## src/rtl/vga_timing_gen.sv

```systemverilog
// vga_timing_gen
//   Produces 640x480@60 Hz VGA raster timing from the system clock. A
//   clock divider creates the pixel strobe. The horizontal and vertical
//   counters advance on that strobe. Sync and blanking are decoded
//   combinationally from the counters. The renderer colour and the syncs
//   are registered together at the pins, so they stay aligned. A
//   per-frame tick and a frame counter pace game-state updates.
//
// Ports
//   clk        in   system clock
//   rst        in   asynchronous, active-high reset
//   rgb_in     in   {R,G,B} from the renderer, a function of hCount/vCount
//   hCount     out  pixel column, 0..H_TOTAL-1
//   vCount     out  line, 0..V_TOTAL-1
//   bright     out  high inside the visible window
//   hSync      out  active-low hsync decode, aligned with the counters
//   vSync      out  active-low vsync decode, aligned with the counters
//   pix_en     out  one-clk strobe every CLK_DIV clks
//   vga_r/g/b  out  registered pin colour, forced black outside bright
//   vga_hsync  out  registered pin hsync
//   vga_vsync  out  registered pin vsync
//   frame_tick out  one-clk pulse at the start of vertical blanking
//   frame_cnt  out  frame counter, wraps 255 -> 0
module vga_timing_gen #(
  parameter int unsigned CLK_DIV     = 4,
  parameter int unsigned H_TOTAL     = 800,
  parameter int unsigned H_SYNC      = 96,
  parameter int unsigned H_ACT_START = 144,
  parameter int unsigned H_ACT_END   = 784,
  parameter int unsigned V_TOTAL     = 525,
  parameter int unsigned V_SYNC      = 2,
  parameter int unsigned V_ACT_START = 35,
  parameter int unsigned V_ACT_END   = 515
) (
  input  logic        clk,
  input  logic        rst,
  input  logic [11:0] rgb_in,
  output logic [9:0]  hCount,
  output logic [9:0]  vCount,
  output logic        bright,
  output logic        hSync,
  output logic        vSync,
  output logic        pix_en,
  output logic [3:0]  vga_r,
  output logic [3:0]  vga_g,
  output logic [3:0]  vga_b,
  output logic        vga_hsync,
  output logic        vga_vsync,
  output logic        frame_tick,
  output logic [7:0]  frame_cnt
);

  // With CLK_DIV == 1 the divider collapses to a constant 0 register, so
  // pix_en is permanently high.
  localparam int unsigned     DIV_W    = (CLK_DIV > 1) ? $clog2(CLK_DIV) : 1;
  localparam logic [DIV_W-1:0] DIV_LAST = DIV_W'(CLK_DIV - 1);

  localparam logic [9:0] H_LAST  = 10'(H_TOTAL - 1);
  localparam logic [9:0] V_LAST  = 10'(V_TOTAL - 1);
  localparam logic [9:0] H_SYNC_C = 10'(H_SYNC);
  localparam logic [9:0] V_SYNC_C = 10'(V_SYNC);
  localparam logic [9:0] H_AS    = 10'(H_ACT_START);
  localparam logic [9:0] H_AE    = 10'(H_ACT_END);
  localparam logic [9:0] V_AS    = 10'(V_ACT_START);
  localparam logic [9:0] V_AE    = 10'(V_ACT_END);
  localparam logic [9:0] V_BLANK_LAST = 10'(V_ACT_END - 1);

  logic [DIV_W-1:0] div_q, div_d;
  logic [9:0]       h_q, h_d;
  logic [9:0]       v_q, v_d;
  logic [11:0]      rgb_q, rgb_d;
  logic             hs_pin_q, hs_pin_d;
  logic             vs_pin_q, vs_pin_d;
  logic             tick_q, tick_d;
  logic [7:0]       cnt_q, cnt_d;

  logic             pix_en_w;
  logic             h_sync_w, v_sync_w, bright_w;
  logic             line_end;

  always_comb begin
    pix_en_w = (div_q == DIV_LAST);
    line_end = (h_q == H_LAST);

    h_sync_w = ~(h_q < H_SYNC_C);
    v_sync_w = ~(v_q < V_SYNC_C);
    bright_w = (h_q >= H_AS) && (h_q < H_AE) && (v_q >= V_AS) && (v_q < V_AE);

    div_d    = pix_en_w ? '0 : div_q + DIV_W'(1);

    h_d      = h_q;
    v_d      = v_q;
    rgb_d    = rgb_q;
    hs_pin_d = hs_pin_q;
    vs_pin_d = vs_pin_q;
    if (pix_en_w) begin
      if (line_end) begin
        h_d = '0;
        v_d = (v_q == V_LAST) ? '0 : v_q + 10'd1;
      end else begin
        h_d = h_q + 10'd1;
      end
      // Pins capture the decode of the pixel being left, so colour and
      // sync stay mutually aligned one pixel behind the counters.
      rgb_d    = bright_w ? rgb_in : 12'h000;
      hs_pin_d = h_sync_w;
      vs_pin_d = v_sync_w;
    end

    tick_d = pix_en_w && line_end && (v_q == V_BLANK_LAST);
    // The counter follows the registered tick, so its new value appears
    // the clk after the pulse.
    cnt_d  = cnt_q + {7'd0, tick_q};
  end

  always_ff @(posedge clk or posedge rst) begin
    if (rst) begin
      div_q    <= '0;
      h_q      <= '0;
      v_q      <= '0;
      rgb_q    <= '0;
      hs_pin_q <= 1'b1;
      vs_pin_q <= 1'b1;
      tick_q   <= 1'b0;
      cnt_q    <= '0;
    end else begin
      div_q    <= div_d;
      h_q      <= h_d;
      v_q      <= v_d;
      rgb_q    <= rgb_d;
      hs_pin_q <= hs_pin_d;
      vs_pin_q <= vs_pin_d;
      tick_q   <= tick_d;
      cnt_q    <= cnt_d;
    end
  end

  assign hCount     = h_q;
  assign vCount     = v_q;
  assign bright     = bright_w;
  assign hSync      = h_sync_w;
  assign vSync      = v_sync_w;
  assign pix_en     = pix_en_w;
  assign vga_r      = rgb_q[11:8];
  assign vga_g      = rgb_q[7:4];
  assign vga_b      = rgb_q[3:0];
  assign vga_hsync  = hs_pin_q;
  assign vga_vsync  = vs_pin_q;
  assign frame_tick = tick_q;
  assign frame_cnt  = cnt_q;

endmodule

```

## config.mk

```make
export PLATFORM = sky130hd
export DESIGN_NAME = vga_timing_gen
export DESIGN_NICKNAME = d
export VERILOG_FILES = /design/src/rtl/vga_timing_gen.sv
export SDC_FILE = /design/constraint.sdc
export NUM_CORES = 1
export LEC_CHECK = 0
export ABC_CLOCK_PERIOD_IN_PS = 2360
export BUFFER_PORTS_ARGS = -buffer_cell sky130_fd_sc_hd__buf_2
export CAP_MARGIN = 20
export CORE_AREA = 5 5 85 87
export CTS_BUF_LIST = sky130_fd_sc_hd__clkbuf_8
export CTS_CLUSTER_SIZE = 28
export DETAILED_ROUTE_END_ITERATION = 6
export DIE_AREA = 0 0 90 92
export GPL_TIMING_DRIVEN = 1
export PLACE_DENSITY = 0.67
export SLEW_MARGIN = 0
export SYNTH_ARGS = -nofsm -noshare
export SYNTH_HDL_FRONTEND = slang
export SYNTH_SLANG_ARGS = --single-unit
```

## constraint.sdc

```tcl
create_clock -name clk -period 2.36 [get_ports clk]
set_input_delay 0.236 -clock clk [delete_from_list [all_inputs] [get_ports clk]]
set_output_delay 0.236 -clock clk [all_outputs]
set_load 0.01 [all_outputs]
```

* Yosys cells after proc, flatten, opt, wreduce, memory -nomap -nowiden *
Cells that the tools add are included.
Widths: inputs -> output; s select.

storage, ports and cells
  output and inout port bits = 47
  word-level logic and storage cells = 34
  register bits after elaboration = 45
  input port bits = 14

operators by class
  eq/ne operators = 4
  bitwise operators = 2
  reduce and logical (&&, ||, !) cells = 6
  multiplexer cells = 4
  $add $sub $neg = 4
  $lt $le $gt $ge = 6

operator list
  cell                   count
  $eq 10x10->1 const B   3
  $add 10x1->10 const B  2
  $lt 10x10->1 const B   2
  $mux 10                2
  $mux 12                1
  $ge 10x6->1 const B    1
  $ge 10x8->1 const B    1
  $lt 10x2->1 const B    1
  $lt 10x7->1 const B    1
  $add 8x1->8            1
  $logic_and 1x1->1      5
  $add 2x1->2 const B    1
  $eq 2x2->1 const B     1
  $mux 2                 1
  $not 1->1              2
  $reduce_and 2->1       1

* Depth between registers and ports, before layout *
Gate-level depths: netlist (run 1).

  depth in word-level cells = 5
  mapped depth = 6

* Worst setup path after synthesis (run 1) *
No wires, ideal clock.

  kind = flip-flop to flip-flop
  start = reg div_q[0]
  end = reg v_q[4] (netlist: vCount[4])
  data required time = 2.235 ns
  clock period less this slack = 1.815 ns
  arrival time = 1.690 ns
  buffers on the path = 0
  cell stages (with the launch flop) = 6
  slack = 0.545 ns
  path through = dfrtp_1 ha_1 and4_4 nand3_4 or3_1 mux2_4

between the ends
  longest elaborated chain between the ends = 2

ends and longest elaborated chain
  what                        RTL line  source
  from (decl)                 68        logic [DIV_W-1:0] div_q, div_d;
  from (signal assigned)      127       div_q <= div_d;
  $eq 2x2->1                  82        pix_en_w = (div_q == DIV_LAST);
  named net pix_en            43        output logic pix_en,
  $reduce_and 2->1 (no line)  --
  to (signal assigned)        129       v_q <= v_d;
  to (decl)                   70        logic [9:0] v_q, v_d;

The timed path passes the listed nets, and every way through them passes these cells.
A chain may end at the register's enable or synchronous reset.

* Final worst setup path (run 1) *
  start = reg v_q[1] (netlist: vCount[1])
  end = out bright

between the ends
  longest elaborated chain between the ends = 3

ends and longest elaborated chain
  what                   RTL line  source
  $ge 10x6->1            87        bright_w = (h_q >= H_AS) && (h_q < H_AE) && (v_q >= V_AS) && (v_q < V_AE);
  $logic_and 1x1->1      87
  $logic_and 1x1->1 (*)  87
  to (decl)              40        output logic bright,

Every way passes the cells marked *; elsewhere a longest branch is shown, timed or not.

==> out/metrics.yaml, run 1 <==
status: "finished clean"
switching_share_pct: 19.4
viasPerCell: 4.96
intPower_w: 0.00112
first_global_vias: 1580
antennaDiodeCount: 0
synth_edf_count: 0
post-place-cells: 327
die-area_sq_um: 8280
synth_area_sq_um: 2140
timing.fmax_mhz: 462
synth_area_per_cell_sq_um: 11.1
fin_cells: 336
grtUsageMet3_pct: 3.93
fp.dieH_microns: 92
wl_per_cell_microns: 13.9
synthTopCellsByArea: "dfrtp_1 (50%), xnor2_1 (5.3%), a31o_2 (4.9%)"
num_io_pins: 61
drive_gt1_share_pct: 36.3
port_buffers: 60
wl_microns: 4670
ys_seq_area_share_pct: 52.6
fin_nets: 280
grt_pass1_wl_microns: 7870
first_iter_violations: 95
synth_top_area_share_pct: 50.2
clkLatencyLatePin_ns: 0.29
place_congestion: 0.824
synth_most_common_cell: "dfrtp_1"
criticalPathCategory: "reg2out"
critPathRequiredTime_ns: 2.12
hold_viol_final: 0
synth_common_cells: "dfrtp_1 (43), xnor2_1 (13), a31o_2 (12)"
grt_usage_pct: 11.6
n_fill_cell: 628
postCtsSetupRepairBufs: 0
coreArea_sq_um: 6280
grt_antenna_before_repair: 0
synth-main-ff-cell: "dfrtp_1"
synth_nets: 216
arrival_ns: 1.93
p_clk_share_pct: 42.6
min_period_over_period_pct: 91.8
htree_levels: 2
report.final.slew_viol_count: 0
p_comb_share_pct: 2.1
finalPower_w: 0.00139
rows: 29
grt_busiest_layer: "met2"
rsz0062_at_grt: "no"
cp_max_fo: 8
synthArstFlopShare_pct: 100
postRouteAntennaNets: 0
use_met2_pct: 18.5
p_leak_nw: 1.39
initial_core_util_pct: 34.2
worstMarginPinSlew_ns: 0.450
seqCellArea_sq_um: 1130
clk_root_buffer_cell: "clkbuf_8"
fp.dieW_microns: 90
tns_ns: 0
clk_pin_slew_ns: 0.08
use_met1_pct: 14.5
synth-seq-cells: 45
cts_tree: "yes"
slew_headroom_pct: 70.0
synth_cell_types: 42
clkSinkCount: 45
dpl.hpwl_microns: 3500
finalSetupViolCount: 0
syn2layout_area_growth_pct: 24.3
grt_overflow: 0
yosysTopAreaCell: "dfrtp_1"
netlist_instances: 194
endpoint_kind: "output pin"
final_core_util_pct: 42.5
p_per_area_nw_per_um2: 523
ir_drop_v: 0.000219
drc_errors: 0
clockBufferDepth: 2
skew_ns: 0.00716
min_path_type: "in2reg"
vias: 1668
multiInputGateArea_sq_um: 957
drt_first_pass_iters: 4
whs_ns: 0.173
cts_buffers: 5
p_sw_w: 0.000270
p_seq_share_pct: 55.3
drv.max_cap_violation_count: 0
yosys_warnings: 0
crit_path_start_kind: "register"
min_period_ns: 2.17
grt_max_degree: 36
[cells by family (layout without fill, tap and decap cells)]
group	Yosys count	count (layout)	share of synthesized area, %
and+or+nand+nor	75	75	20.2
xor gates and xnor gates	17	17	6.94
DFF	45	45	52.6
adders and majority gates	8	8	4.67
AOI/OAI and AO/OA	29	29	9.80
muxes	5	5	2.68
buffers and inverters	15	80	3.09
[worst max-delay path, cell delays in order (launching register included)]
cell	delay (ns)
dfrtp_1	0.45
ha_1	0.25
nor4_1	0.27
nand4b_1	0.19
a21oi_4	0.29
buf_2	0.19
[sequential cells by signal, indices dropped and copies added (netlist names)]
name        count
vga_vsync       1
vga_hsync       1
frame_cnt       8
hCount         10
frame_tick      1
vCount         10
rgb_q          12
div_q           2
[cells in the final DEF, fill, tap and decap left out, types with 2 or more instances in the layout]
| master | instances |
|---|---|
| a21o_1 | 2 |
| a21oi_1 | 5 |
| a31o_2 | 12 |
| and3_1 | 5 |
| buf_2 | 60 |
| buf_4 | 4 |
| clkbuf_8 | 6 |
| dfrtp_1 | 43 |
| dfstp_2 | 2 |
| ha_1 | 8 |
| inv_1 | 7 |
| mux2_2 | 2 |
| mux2i_1 | 2 |
| nand2_1 | 11 |
| nand3_1 | 11 |
| nand4_1 | 7 |
| nand4b_1 | 2 |
| nor2_1 | 9 |
| nor2b_1 | 11 |
| nor3_1 | 4 |
| nor4_1 | 2 |
| o21ai_0 | 5 |
| or3_1 | 3 |
| xnor2_1 | 13 |
| xor2_1 | 4 |
[routing by layer]
metal / vias up / routed length, microns
met5: - / 0
met4: 0 / 79
met3: 7 / 265
met2: 28 / 2310
met1: 818 / 2010
li1: 815 / -
[power by group through the flow]
stage,Sequential [W],Combinational (W),Clock [W]
after CTS,0.000770,0.0000311,0.000609
after floorplan,0.000786,0.0000114,0
after global placement,0.000786,0.0000295,0
after detailed placement,0.000786,0.0000302,0
final,0.000770,0.0000291,0.000593
after global routing,0.000771,0.0000347,0.000651
[area by class of cell]
type	count	area share (%)
sequential	45	42.3
multi-input combinational	134	35.9
timing repair buffer	65	12.8
tap	77	3.62
clock buffer	6	3.10
clock inverter	2	1.27
inverter	7	0.986
[path summary, 6_finish.rpt]
check	start	endpoint	slack [ns]	depth (start not counted)
max	vCount[1]	bright	0.19	5
max reg2reg	vCount[1]	rgb_q[2]	0.51	6
min	rgb_in[6]	rgb_q[6]	0.17	2
min reg2reg	div_q[0]	div_q[0]	0.44	1
min in group asynchronous	rst	rgb_q[6]	0.41	3
max in group asynchronous	rst	vga_vsync	1.37	4
[through the flow]
| step | instance area, sq um | setup slack, ns |
|---|---|---|
| 6_report | 2670 | 0.194 |
| 5_1_grt | 2670 | 0.0305 |
| 4_1_cts | 2660 | 0.0976 |
| 3_5_place_dp | 2530 | 0.429 |
| 3_3_place_gp | 2530 | 0.457 |
| 2_1_floorplan | 2140 | 0.545 |
[what timing repair did]
| item | CTS | global route |
|---|---|---|
| hold buffers | 1 | 0 |
| hold endpoints to repair | 11 | 0 |
| endpoints found under the setup margin | 0 | 1 |
| gates resized for setup | 0 | 1 |
Power figures use the tool's default switching activity.
==> run 2: changes to the inputs <==
--- a/config.mk
+++ b/config.mk
@@ -5,6 +5,7 @@
 export SDC_FILE = /design/constraint.sdc
 export NUM_CORES = 1
 export LEC_CHECK = 0
+export ABC_AREA = 0
 export ABC_CLOCK_PERIOD_IN_PS = 2360
 export BUFFER_PORTS_ARGS = -buffer_cell sky130_fd_sc_hd__buf_2
 export CAP_MARGIN = 20
==> constraint.sdc (replaced) <==
create_clock -name clk -period 2.36 [get_ports clk]
set_input_delay 0.354 -clock clk [delete_from_list [all_inputs] [get_ports clk]]
set_output_delay 0.354 -clock clk [all_outputs]
set_load 0.01 [all_outputs]
==> out/metrics.yaml, run 2 (same netlist as run 1, synthesis figures left out) <==
ff2ff_path_depth: 6
coreArea_sq_um: 6280
worst_slack_ns: 0.215
num_io_pins: 61
htree_levels: 2
worstSetupPathDepth: 5
syn2layout_area_growth_pct: 22.9
hold_buffers: 0
cp_max_fo: 7
slowest_delay_ns: 0.46
finalPower_w: 0.00138
cts_tree: "yes"
rows: 29
grt_antenna_before_repair: 0
hold_viol_final: 0
cts_buffers: 5
grt_usage_pct: 11.7
initial_core_util_pct: 34.2
dpl.hpwl_microns: 3510
die-area_sq_um: 8280
first_iter_violations: 80
wl_per_cell_microns: 14.6
drc_errors: 0
timing.fmax_mhz: 466
largest_register_ffs: 12
r2r-start: "vCount[1]"
slew_headroom_pct: 62.2
crit_path_start_kind: "register"
min_period_over_period_pct: 90.9
min_period_ns: 2.15
p_per_area_nw_per_um2: 523
place_congestion: 0.866
drt_first_pass_iters: 4
viasPerCell: 4.90
n_fill_cell: 635
grt_max_degree: 46
worstPathBufferInverterCount: 1
layout_commonest_cell: "buf_2"
ir_drop_v: 0.000254
clk_pin_slew_ns: 0.09
clkLatencyLatePin_ns: 0.30
grt_overflow: 0
arrival_ns: 1.79
rsz0062_at_grt: "no"
postRouteAntennaNets: 0
drive_gt1_share_pct: 36.2
endpoint_kind: "output pin"
skew_ns: 0.0105
crit_path_start: "vCount[1]"
drv.max_cap_violation_count: 0
min_path_type: "in2async"
clockBufferDepth: 2
fin_nets: 278
postCtsSetupRepairBufs: 0
clkSinkCount: 45
wl_microns: 4870
finalSetupViolCount: 0
cp_top_family: "flip-flops"
reg2reg_to: "rgb_q[6]"
fp.dieW_microns: 90
first_global_vias: 1638
cts_resized: 0
cp_cell_sequence: "ha_1 > nor4_1 > nand4b_1 > a21oi_2 > buf_2"
crit_end: "bright"
cp_slowest_cell: "dfrtp_1"
status: "finished clean"
criticalPathCategory: "reg2out"
worstMarginPinSlew_ns: 0.567
fp.dieH_microns: 92
antennaDiodeCount: 0
tns_ns: 0
port_buffers: 60
top_register: "rgb_q"
r2r_slack_ns: 0.54
report.final.slew_viol_count: 0
grt_pass1_wl_microns: 8050
post-place-ws_ns: 0.520
vias: 1638
p_leak_nw: 1.38
final_cell_mix: "buf_2 (60), dfrtp_1 (43), xnor2_1 (13)"
clk_root_buffer_cell: "clkbuf_8"
critPathRequiredTime_ns: 2.01
[run 2: layout make-up]
cell class | instances | area (sq um) | area share [%]
Clock buffer | 5 | 68.8 | 2.61
Clock inverter | 3 | 42.5 | 1.61
Inverter | 7 | 26.3 | 0.997
Multi-Input combinational cell | 134 | 950 | 36.0
Sequential cell | 45 | 1130 | 42.8
Tap cell | 77 | 96.3 | 3.66
Timing Repair Buffer | 63 | 323 | 12.3
[run 2: worst min path at each step]
stage	depth (start not counted)	to	start	slack, ns
floorplan	1	div_q[0]	div_q[0]	0.40
global placement	1	div_q[0]	div_q[0]	0.41
detailed placement	1	div_q[0]	div_q[0]	0.42
CTS	3	rgb_q[11]	rst	0.20
global route	3	rgb_q[1]	rst	0.24
finish	3	rgb_q[1]	rst	0.19
[run 2: metal layers]
layer	global-route usage [%]	vias to the layer above	share of wire, %	routed length, microns
li1	-	813	-	-
met1	14.2	782	42	2060
met2	19.3	35	50	2460
met3	3.36	8	5.2	253
met4	5.46	0	2.1	101
met5	0	-	0	0
[run 2: per-stage QoR]
step	util (%)	cells	cell area, sq um	hold slack, ns
3_3_place_gp	40.2	326	2520	0.414
3_5_place_dp	40.2	326	2520	0.419
2_1_floorplan	-	194	2140	0.403
5_1_grt	42.0	334	2640	0.237
4_1_cts	42.0	334	2640	0.203
6_report	42.0	334	2640	0.190
[run 2: report_power, final]
part / switching [W] / total (W) / internal (W)
Combinational: 0.0000179 / 0.0000267 / 0.00000879
Sequential: 0 / 0.000770 / 0.000770
Clock: 0.000268 / 0.000582 / 0.000314
[run 2: worst min-delay path, cell delays in order]
cell   delay [ns]
buf_2        0.10
inv_2        0.03
buf_4        0.46
==> run 3: changes to the inputs <==
--- a/config.mk
+++ b/config.mk
@@ -9,13 +9,12 @@
 export ABC_CLOCK_PERIOD_IN_PS = 2360
 export BUFFER_PORTS_ARGS = -buffer_cell sky130_fd_sc_hd__buf_2
 export CAP_MARGIN = 20
-export CORE_AREA = 5 5 85 87
+export CORE_AREA = 2 2 82 84
 export CTS_BUF_LIST = sky130_fd_sc_hd__clkbuf_8
 export CTS_CLUSTER_SIZE = 28
 export DETAILED_ROUTE_END_ITERATION = 6
-export DIE_AREA = 0 0 90 92
+export DIE_AREA = 0 0 84 86
 export GPL_TIMING_DRIVEN = 1
-export PLACE_DENSITY = 0.67
 export SLEW_MARGIN = 0
 export SYNTH_ARGS = -nofsm -noshare
 export SYNTH_HDL_FRONTEND = slang
==> out/metrics.yaml, run 3 (same netlist as run 1, synthesis figures left out) <==
status: "finished clean"
die-area_sq_um: 7220
criticalPathCategory: "reg2out"
drt_first_pass_iters: 4
clk_pin_slew_ns: 0.09
worstMarginPinSlew_ns: 0.483
min_period_ns: 2.08
fin_cells: 336
first_iter_violations: 62
route.met3.wl_microns: 274
cp_slowest_cell: "dfrtp_1"
crit_path_start: "vCount[1]"
wl_per_cell_microns: 13.8
whs_ns: 0.0657
top_register: "rgb_q"
crit_path_start_kind: "register"
endpoint_kind: "output pin"
clkSinkCount: 45
slowest_delay_ns: 0.45
cp_cell_sequence: "ha_1 > nor4_2 > nand4b_1 > a21oi_2 > buf_2"
final_cell_mix: "buf_2 (60), dfrtp_1 (43), xnor2_1 (13)"
post-place-cells: 328
cp_max_fo: 7
clockBufferDepth: 2
fp.dieW_microns: 84
largest_register_ffs: 12
critPathRequiredTime_ns: 2.01
drc_errors: 0
min_path_type: "in2async"
syn2layout_area_growth_pct: 22.5
arrival_ns: 1.72
timing.fmax_mhz: 481
tns_ns: 0
grt_max_degree: 31
port_buffers: 60
cts_buffers: 5
cts_tree: "yes"
r2r-start: "div_q[0]"
slew_headroom_pct: 67.8
layout_commonest_cell: "buf_2"
route.top_layer_used: "met4"
grt_usage_pct: 13.6
first_global_vias: 1567
postCtsSetupRepairBufs: 0
antennaDiodeCount: 0
dpl.hpwl_microns: 3400
grt_antenna_before_repair: 0
skew_ns: 0.00944
hold_viol_final: 0
fin_nets: 280
p_per_area_nw_per_um2: 474
viasPerCell: 4.92
clk_root_buffer_cell: "clkbuf_8"
fp.dieH_microns: 86
grt_pass1_wl_microns: 7830
min_period_over_period_pct: 88.0
ir_drop_v: 0.000207
clkLatencyLatePin_ns: 0.29
wl_met1_microns: 2120
wl_microns: 4640
drv.max_cap_violation_count: 0
htree_levels: 2
p_leak_nw: 1.38
coreArea_sq_um: 6280
rsz0062_at_grt: "no"
num_io_pins: 61
place_congestion: 0.808
initial_core_util_pct: 34.2
drive_gt1_share_pct: 37.1
grt_overflow: 0
vias: 1653
n_fill_cell: 646
postRouteAntennaNets: 0
wl_met2_microns: 2170
rows: 29
report.final.slew_viol_count: 0
finalSetupViolCount: 0
-- run 3: cell count changes in the layout (fill, tap and decap cells not counted), sizes merged --
| cell | change |
|---|---|
| buf | +2 |
| bufinv | -1 |
| clkinv | +1 |
-- run 3: critical path, delay by kind of cell (launching register included) --
| family | cells | cell delay (ns) |
|---|---|---|
| flops | 1 | 0.45 |
| simple gates | 2 | 0.33 |
| buf+inv | 1 | 0.17 |
| fa+ha+maj | 1 | 0.27 |
| compound gates | 1 | 0.22 |
-- run 3: layout make-up --
type | instances | area, sq um | area share [%]
multi-input cells | 134 | 956 | 36.4
clock inverters | 3 | 13.8 | 0.524
repair buffers | 65 | 338 | 12.9
clock buffers | 5 | 68.8 | 2.62
flip-flops and latches | 45 | 1130 | 43.0
inverters | 7 | 26.3 | 1.00
well taps | 77 | 96.3 | 3.67
-- run 3: repair_timing --
item / in CTS / in global routing
hold endpoints to repair: 0 / 0
gates resized for setup: 0 / 1
hold buffers: 0 / 0
endpoints found under the setup margin: 0 / 1
-- run 3: through the flow --
step	total power, W	instance area, sq um	setup slack (ns)	utilization, %
floorplan	0.000797	2140	0.545	-
global placement	0.000815	2540	0.542	40.4
detailed placement	0.000815	2540	0.496	40.4
CTS	0.00127	2620	0.167	41.8
global route	0.00131	2630	0.145	41.9
finish	0.00125	2630	0.283	41.9
-- run 3: final timing paths --
kind / to / slack, ns / depth (start not counted)
hold reg to reg: div_q[0] / 0.44 / 1
hold / removal: hCount[4] / 0.07 / 2
min in group clk: rgb_q[2] / 0.29 / 2
setup reg to reg: vCount[4] / 0.53 / 5
max in group asynchronous: rgb_q[10] / 1.74 / 3
setup / recovery: bright / 0.28 / 5
-- run 3: where the power goes --
group          internal [W]  switching [W]  leakage (nW)
combinational    0.00000985      0.0000179         0.725
sequential         0.000770              0         0.607
clock              0.000201       0.000247        0.0491
-- run 3: per-layer routing --
metal  global-route usage [%]  vias to the layer above
met5                        0                        -
met1                     18.2                      797
met2                     21.0                       41
met4                     4.84                        0
li1                         -                      810
met3                     3.95                        5
